## config.mk

```make
export PLATFORM = sky130hd
export DESIGN_NAME = apb_master_bridge
export DESIGN_NICKNAME = d
export VERILOG_FILES = /design/src/rtl/apb_master_bridge.sv
export SDC_FILE = /design/constraint.sdc
export NUM_CORES = 1
export LEC_CHECK = 0
export CORE_ASPECT_RATIO = 0.75
export CORE_MARGIN = 4
export CORE_UTILIZATION = 35
export DETAILED_ROUTE_END_ITERATION = 12
export PLACE_DENSITY = 0.86
export SLEW_MARGIN = 20
export SYNTH_ARGS = -nofsm -noshare
export SYNTH_HDL_FRONTEND = slang
export SYNTH_SLANG_ARGS = --single-unit
```

## constraint.sdc

```tcl
create_clock -name PCLK -period 2.7 [get_ports PCLK]
set_input_delay 0.54 -clock PCLK [delete_from_list [all_inputs] [get_ports PCLK]]
set_output_delay 0.54 -clock PCLK [all_outputs]
set_load 0.05 [all_outputs]
```

## src/rtl/apb_master_bridge.sv

```systemverilog
`default_nettype none
// ============================================================================
//  Module      : apb_master_bridge
//  Description : APB initiator. Converts single core-side requests into APB
//                SETUP/ACCESS transfers to NUM_SLAVES peripherals, decodes the
//                target slave from the address, and reports unmapped accesses
//                and PREADY timeouts as error responses.
//  Revision    : 1.0 - initial release
// ============================================================================
module apb_master_bridge #(
   parameter int          NUM_SLAVES  = 4,
   parameter logic [3:0]  BASE_NIBBLE = 4'h1,
   parameter int          TIMEOUT     = 16
) (
   input  logic                       PCLK,
   input  logic                       PRESETn,
   input  logic                       req_valid,
   output logic                       req_ready,
   input  logic                       req_write,
   input  logic [31:0]                req_addr,
   input  logic [31:0]                req_wdata,
   output logic                       rsp_valid,
   output logic [31:0]                rsp_rdata,
   output logic                       rsp_err,
   output logic [31:0]                PADDR,
   output logic                       PWRITE,
   output logic [31:0]                PWDATA,
   output logic                       PENABLE,
   output logic [NUM_SLAVES-1:0]      PSEL,
   input  logic [32*NUM_SLAVES-1:0]   PRDATA,
   input  logic [NUM_SLAVES-1:0]      PREADY
);

   localparam int c_CNT_W = $clog2(TIMEOUT);

   localparam logic [1:0] c_IDLE   = 2'd0;
   localparam logic [1:0] c_SETUP  = 2'd1;
   localparam logic [1:0] c_ACCESS = 2'd2;
   localparam logic [1:0] c_RESP   = 2'd3;

   logic [1:0]             r_state;
   logic [1:0]             w_state_nxt;
   logic [3:0]             r_idx;
   logic                   r_mapped;
   logic [c_CNT_W-1:0]     r_cnt;

   logic [3:0]             w_idx_nxt;
   logic                   w_mapped_nxt;
   logic [c_CNT_W-1:0]     w_cnt_nxt;
   logic [31:0]            w_paddr_nxt;
   logic                   w_pwrite_nxt;
   logic [31:0]            w_pwdata_nxt;
   logic                   w_penable_nxt;
   logic [NUM_SLAVES-1:0]  w_psel_nxt;
   logic                   w_rsp_valid_nxt;
   logic                   w_rsp_err_nxt;
   logic [31:0]            w_rsp_rdata_nxt;

   logic                   w_accept;
   logic [3:0]             w_req_idx;
   logic                   w_req_mapped;
   logic [NUM_SLAVES-1:0]  w_req_onehot;
   logic                   w_ready_sel;
   logic [31:0]            w_prdata_sel;
   logic                   w_timeout;

   assign req_ready    = (r_state == c_IDLE);
   assign w_accept     = req_valid && req_ready;
   assign w_req_idx    = req_addr[15:12];
   assign w_req_mapped = (req_addr[31:28] == BASE_NIBBLE) &&
                         ({1'b0, w_req_idx} < 5'(NUM_SLAVES));
   assign w_req_onehot = NUM_SLAVES'(1) << w_req_idx;
   // Last permitted ACCESS cycle without PREADY
   assign w_timeout    = (r_cnt == c_CNT_W'(TIMEOUT - 1));

   // Pick PREADY/PRDATA of the latched slave only; other slaves are ignored
   always_comb begin
      w_ready_sel  = 1'b0;
      w_prdata_sel = '0;
      for (int k = 0; k < NUM_SLAVES; k++) begin
         if (r_idx == 4'(k)) begin
            w_ready_sel  = PREADY[k];
            w_prdata_sel = PRDATA[32*k +: 32];
         end
      end
   end

   // State and registered outputs; reset drops PSEL/PENABLE immediately
   always_ff @(posedge PCLK or negedge PRESETn) begin
      if (!PRESETn) begin
         r_state   <= c_IDLE;
         r_idx     <= '0;
         r_mapped  <= 1'b0;
         r_cnt     <= '0;
         PADDR     <= '0;
         PWRITE    <= 1'b0;
         PWDATA    <= '0;
         PENABLE   <= 1'b0;
         PSEL      <= '0;
         rsp_valid <= 1'b0;
         rsp_err   <= 1'b0;
         rsp_rdata <= '0;
      end else begin
         r_state   <= w_state_nxt;
         r_idx     <= w_idx_nxt;
         r_mapped  <= w_mapped_nxt;
         r_cnt     <= w_cnt_nxt;
         PADDR     <= w_paddr_nxt;
         PWRITE    <= w_pwrite_nxt;
         PWDATA    <= w_pwdata_nxt;
         PENABLE   <= w_penable_nxt;
         PSEL      <= w_psel_nxt;
         rsp_valid <= w_rsp_valid_nxt;
         rsp_err   <= w_rsp_err_nxt;
         rsp_rdata <= w_rsp_rdata_nxt;
      end
   end

   // Next-state: unmapped requests pass through SETUP without PSEL, then RESP
   always_comb begin
      w_state_nxt = r_state;
      case (r_state)
         c_IDLE:   if (w_accept) w_state_nxt = c_SETUP;
         c_SETUP:  w_state_nxt = r_mapped ? c_ACCESS : c_RESP;
         c_ACCESS: if (w_ready_sel || w_timeout) w_state_nxt = c_RESP;
         c_RESP:   w_state_nxt = c_IDLE;
         default:  w_state_nxt = c_IDLE;
      endcase
   end

   // Next values of the registered APB and response outputs
   always_comb begin
      w_idx_nxt       = r_idx;
      w_mapped_nxt    = r_mapped;
      w_cnt_nxt       = r_cnt;
      w_paddr_nxt     = PADDR;
      w_pwrite_nxt    = PWRITE;
      w_pwdata_nxt    = PWDATA;
      w_penable_nxt   = PENABLE;
      w_psel_nxt      = PSEL;
      w_rsp_valid_nxt = 1'b0;
      w_rsp_err_nxt   = rsp_err;
      w_rsp_rdata_nxt = rsp_rdata;
      case (r_state)
         c_IDLE: begin
            if (w_accept) begin
               w_idx_nxt    = w_req_idx;
               w_mapped_nxt = w_req_mapped;
               w_paddr_nxt  = req_addr;
               w_pwrite_nxt = req_write;
               w_pwdata_nxt = req_wdata;
               w_psel_nxt   = w_req_mapped ? w_req_onehot : '0;
            end
         end
         c_SETUP: begin
            if (r_mapped) begin
               w_penable_nxt = 1'b1;
               w_cnt_nxt     = '0;
            end else begin
               w_rsp_valid_nxt = 1'b1;
               w_rsp_err_nxt   = 1'b1;
               w_rsp_rdata_nxt = '0;
            end
         end
         c_ACCESS: begin
            if (w_ready_sel) begin
               w_psel_nxt      = '0;
               w_penable_nxt   = 1'b0;
               w_rsp_valid_nxt = 1'b1;
               w_rsp_err_nxt   = 1'b0;
               w_rsp_rdata_nxt = PWRITE ? 32'h0 : w_prdata_sel;
            end else if (w_timeout) begin
               w_psel_nxt      = '0;
               w_penable_nxt   = 1'b0;
               w_rsp_valid_nxt = 1'b1;
               w_rsp_err_nxt   = 1'b1;
               w_rsp_rdata_nxt = '0;
            end else begin
               w_cnt_nxt = r_cnt + 1'b1;
            end
         end
         default: ;
      endcase
   end

endmodule
`default_nettype wire

```

==> summary.md <==
| Metric | Value |
|---|---|
| Status | finished clean |
| Die X | 150 um |
| Yosys warning total | 0 |
| Post-CTS sizing | 0 |
| Final hold violation count | 0 |
| Gp weighted congestion | 0.892 |
| CP max stage delay | 0.86 ns |
| Setup TNS | 0 ns |
| Tmin final | 2.59 ns |
| Synth Flop Type | dfrtp_1 |
| Cell count after placement | 856 |
| M1 GR Usage | 23.4% |
| Avg WL per Cell | 20.1 um |
| Vias in the first global route | 4883 |
| EDFF count, synth | 0 |
| Wirelength, routed | 17.5 mm |
| 1st-iter DRT viols | 200 |
| IO Count | 305 |
| Cell Count, Final, Fillers Out | 872 |
| CTS buffer count | 9 |
| Final Cycle Share | 96.1% |
| Setup violations, final | 0 |
| IO buf count | 304 |
| DP Wirelength | 14.0 mm |
| Worst VDD drop | 0.826 mV |
| Seq/Total Area, Yosys | 52.4% |
| Main area contributors after synthesis | dfrtp_1 52%, mux2_2 14%, mux4_2 9.3% |
| Die Y | 115 um |
| CTS clk-pin slew, worst paths | 0.07 ns |
| Syn Std Cell Area | 5300 sq um |
| Worst endpoint required time | 2.16 ns |
| Total gr overflow | 0 |
| Cell Pwr Density | 1130 nW/um^2 |
| CTS H-tree lvls | 3 |
| Area leader, netlist | dfrtp_1 |
| Total power | 9.94 mW |
| Grt met3 use | 7.87% |
| Critical path's slowest cell | clkdlybuf4s50_1 |
| TritonCTS clock tree | yes |
| Total number of vias | 4516 |
| Fin. max-slew vios | 0 |
| DRC | 0 |
| First-pass detailed-route iteration total | 4 |
| CP Class | reg2out |
| Root buf cell | clkbuf_16 |
| P_leak | 3.58 nW |
| Crit-path max FO | 6 |
| Net Count, Synth | 574 |
| Top delay family on crit path | buffers and inverters |
| Synth top area share | 52.4% |
| Clk_lat worst skew | 0.34 ns |
| Number of synthesized register bits | 111 |
| CP endpoint kind | primary output |
| Nets@finish | 871 |
| Min-delay worst type | in2async |
| Ant diodes | 0 |
| Largest net degree at the start of global routing | 57 |
| Post-synthesis cell type count | 47 |
| Buf/Inv on CP | 2 |
| Clk sinks | 111 |
| Layout cells sized above 1 | 18.6% |
| DRT antenna net count | 0 |
| Die area | 17200 sq um |
| Initial antenna violation count | 0 |
| # hold bufs at CTS | 0 |
| GR Layer Usage met2 | 33.6% |
| Max-slew headroom | 55.6% |
| Rows | 38 |
| Type of origin of the critical path | flip-flop |
| First-pass GRT wire length | 26.6 mm |
| Synth-to-Final Area Change | 66.0% |
| Max Cap Viol | 0 |
| Hold_ws | 0.220 ns |
| Worst-case clock skew | 0.00727 ns |
| Max Clock Freq | 0.385 GHz |
| Worst EP arrival | 2.05 ns |
| Mean post-synth cell area | 14.3 sq um |
| Initial core utilization | 36.2% |
| Grt peak-use layer | met2 |
| Max clock buf depth | 2 |
| Post-synthesis cell count | 370 |
| Worst slew pin tran | 0.667 ns |
| Avg Vias per Cell | 5.18 |
| CP Cell Sequence | inv_1 > ha_1 > clkdlybuf4s50_1 |
| Post-synth ARST share | 100% |
| Post-CTS setup buffers | 0 |
| GRT Resource Usage Total | 19.8% |
| Core area | 14600 sq um |
| RSZ-0062 raised after global routing | no |
area by class of cell:
| class | instances | area (sq um) |
|---|---|---|
| fillers | 1196 | 5840 |
| multi-input cells | 230 | 2360 |
| inverters | 4 | 15.0 |
| well taps | 200 | 250 |
| flip-flops and latches | 111 | 2780 |
| clock inverters | 4 | 28.8 |
| clock buffers | 12 | 256 |
| repair buffers | 311 | 3120 |
flip-flops by register name, summed over array words and instances, names as in the netlist:
register,count
PADDR,32
PENABLE,1
PSEL,4
PWDATA,32
PWRITE,1
r_cnt,4
r_mapped,1
r_state,2
rsp_err,1
rsp_rdata,32
rsp_valid,1
Yosys cell counts, types with 2 or more instances:
| cell | instances |
|---|---|
| inv_1 | 4 |
| a211oi_1 | 3 |
| nor2b_1 | 3 |
| nor4_4 | 2 |
| nand4b_1 | 2 |
| a32o_1 | 3 |
| nand2_1 | 6 |
| a22o_1 | 32 |
| o21a_1 | 10 |
| o2bb2ai_1 | 2 |
| o21ai_0 | 27 |
| dfrtp_1 | 111 |
| nand4_1 | 2 |
| nor2_1 | 3 |
| buf_2 | 5 |
| nand3_1 | 6 |
| a21oi_1 | 2 |
| mux2_2 | 66 |
| mux2_4 | 2 |
| nand2b_1 | 2 |
| clkbuf_1 | 11 |
| ha_1 | 4 |
| o32ai_1 | 2 |
| buf_6 | 7 |
| mux4_2 | 22 |
| mux2i_1 | 10 |
placed cells by master (no fill, tap or decap), types with 3 or more instances in the layout:
master,count
clkdlybuf4s50_1,302
dfrtp_1,109
mux2_2,66
a22o_1,32
o21ai_0,27
mux4_2,22
mux2i_1,10
o21a_1,10
clkbuf_16,9
buf_4,7
nand3_1,6
nand2_1,5
inv_1,4
ha_1,4
nor2b_1,3
a32o_1,3
a211oi_1,3
nor2_1,3
cells by family (layout without fill, tap and decap cells):
logic type               after synthesis  in the layout  share of synthesized area [%]
flip-flops                           111            111                           52.4
multiplexers                         100            100                           25.8
AO/OA/AOI/OAI                         89             89                           12.7
AND/OR/NAND/NOR                       37             37                           4.93
buffers and inverters                 29            331                           3.23
adder cells (fa/ha/maj)                4              4                          0.944
stage by stage:
step	setup WS [ns]	util, %	cell area, sq um
2_1_floorplan	0.535	-	5300
3_3_place_gp	0.430	58.2	8520
3_5_place_dp	0.344	58.2	8520
4_1_cts	0.107	60.1	8800
5_1_grt	0.0492	60.1	8800
6_report	0.105	60.1	8800
final timing paths:
path	startpoint	slack, ns	to	depth (start not counted)
max reg2reg	r_state[0]	0.72	PWDATA[30]	5
max	r_state[0]	0.11	req_ready	3
min	PRESETn	0.22	PWDATA[8]	1
min reg2reg	PWDATA[6]	0.50	PWDATA[6]	1
max in group asynchronous	PRESETn	1.77	PADDR[3]	2
min in group PCLK	PWDATA[6]	0.50	PWDATA[6]	1
where the power goes:
group          switching, mW  total, mW  leakage [nW]  internal (mW)
Combinational           3.58       5.98          2.05           2.41
Clock                  0.595       1.27         0.135          0.680
Sequential             0.403       2.68          1.39           2.28
layer usage:
layer,share of wire [%],vias up
met1,37,2220
met2,50,239
met5,0,-
met3,11,33
li1,-,2024
met4,2.1,0
Power figures use the tool's default switching activity.
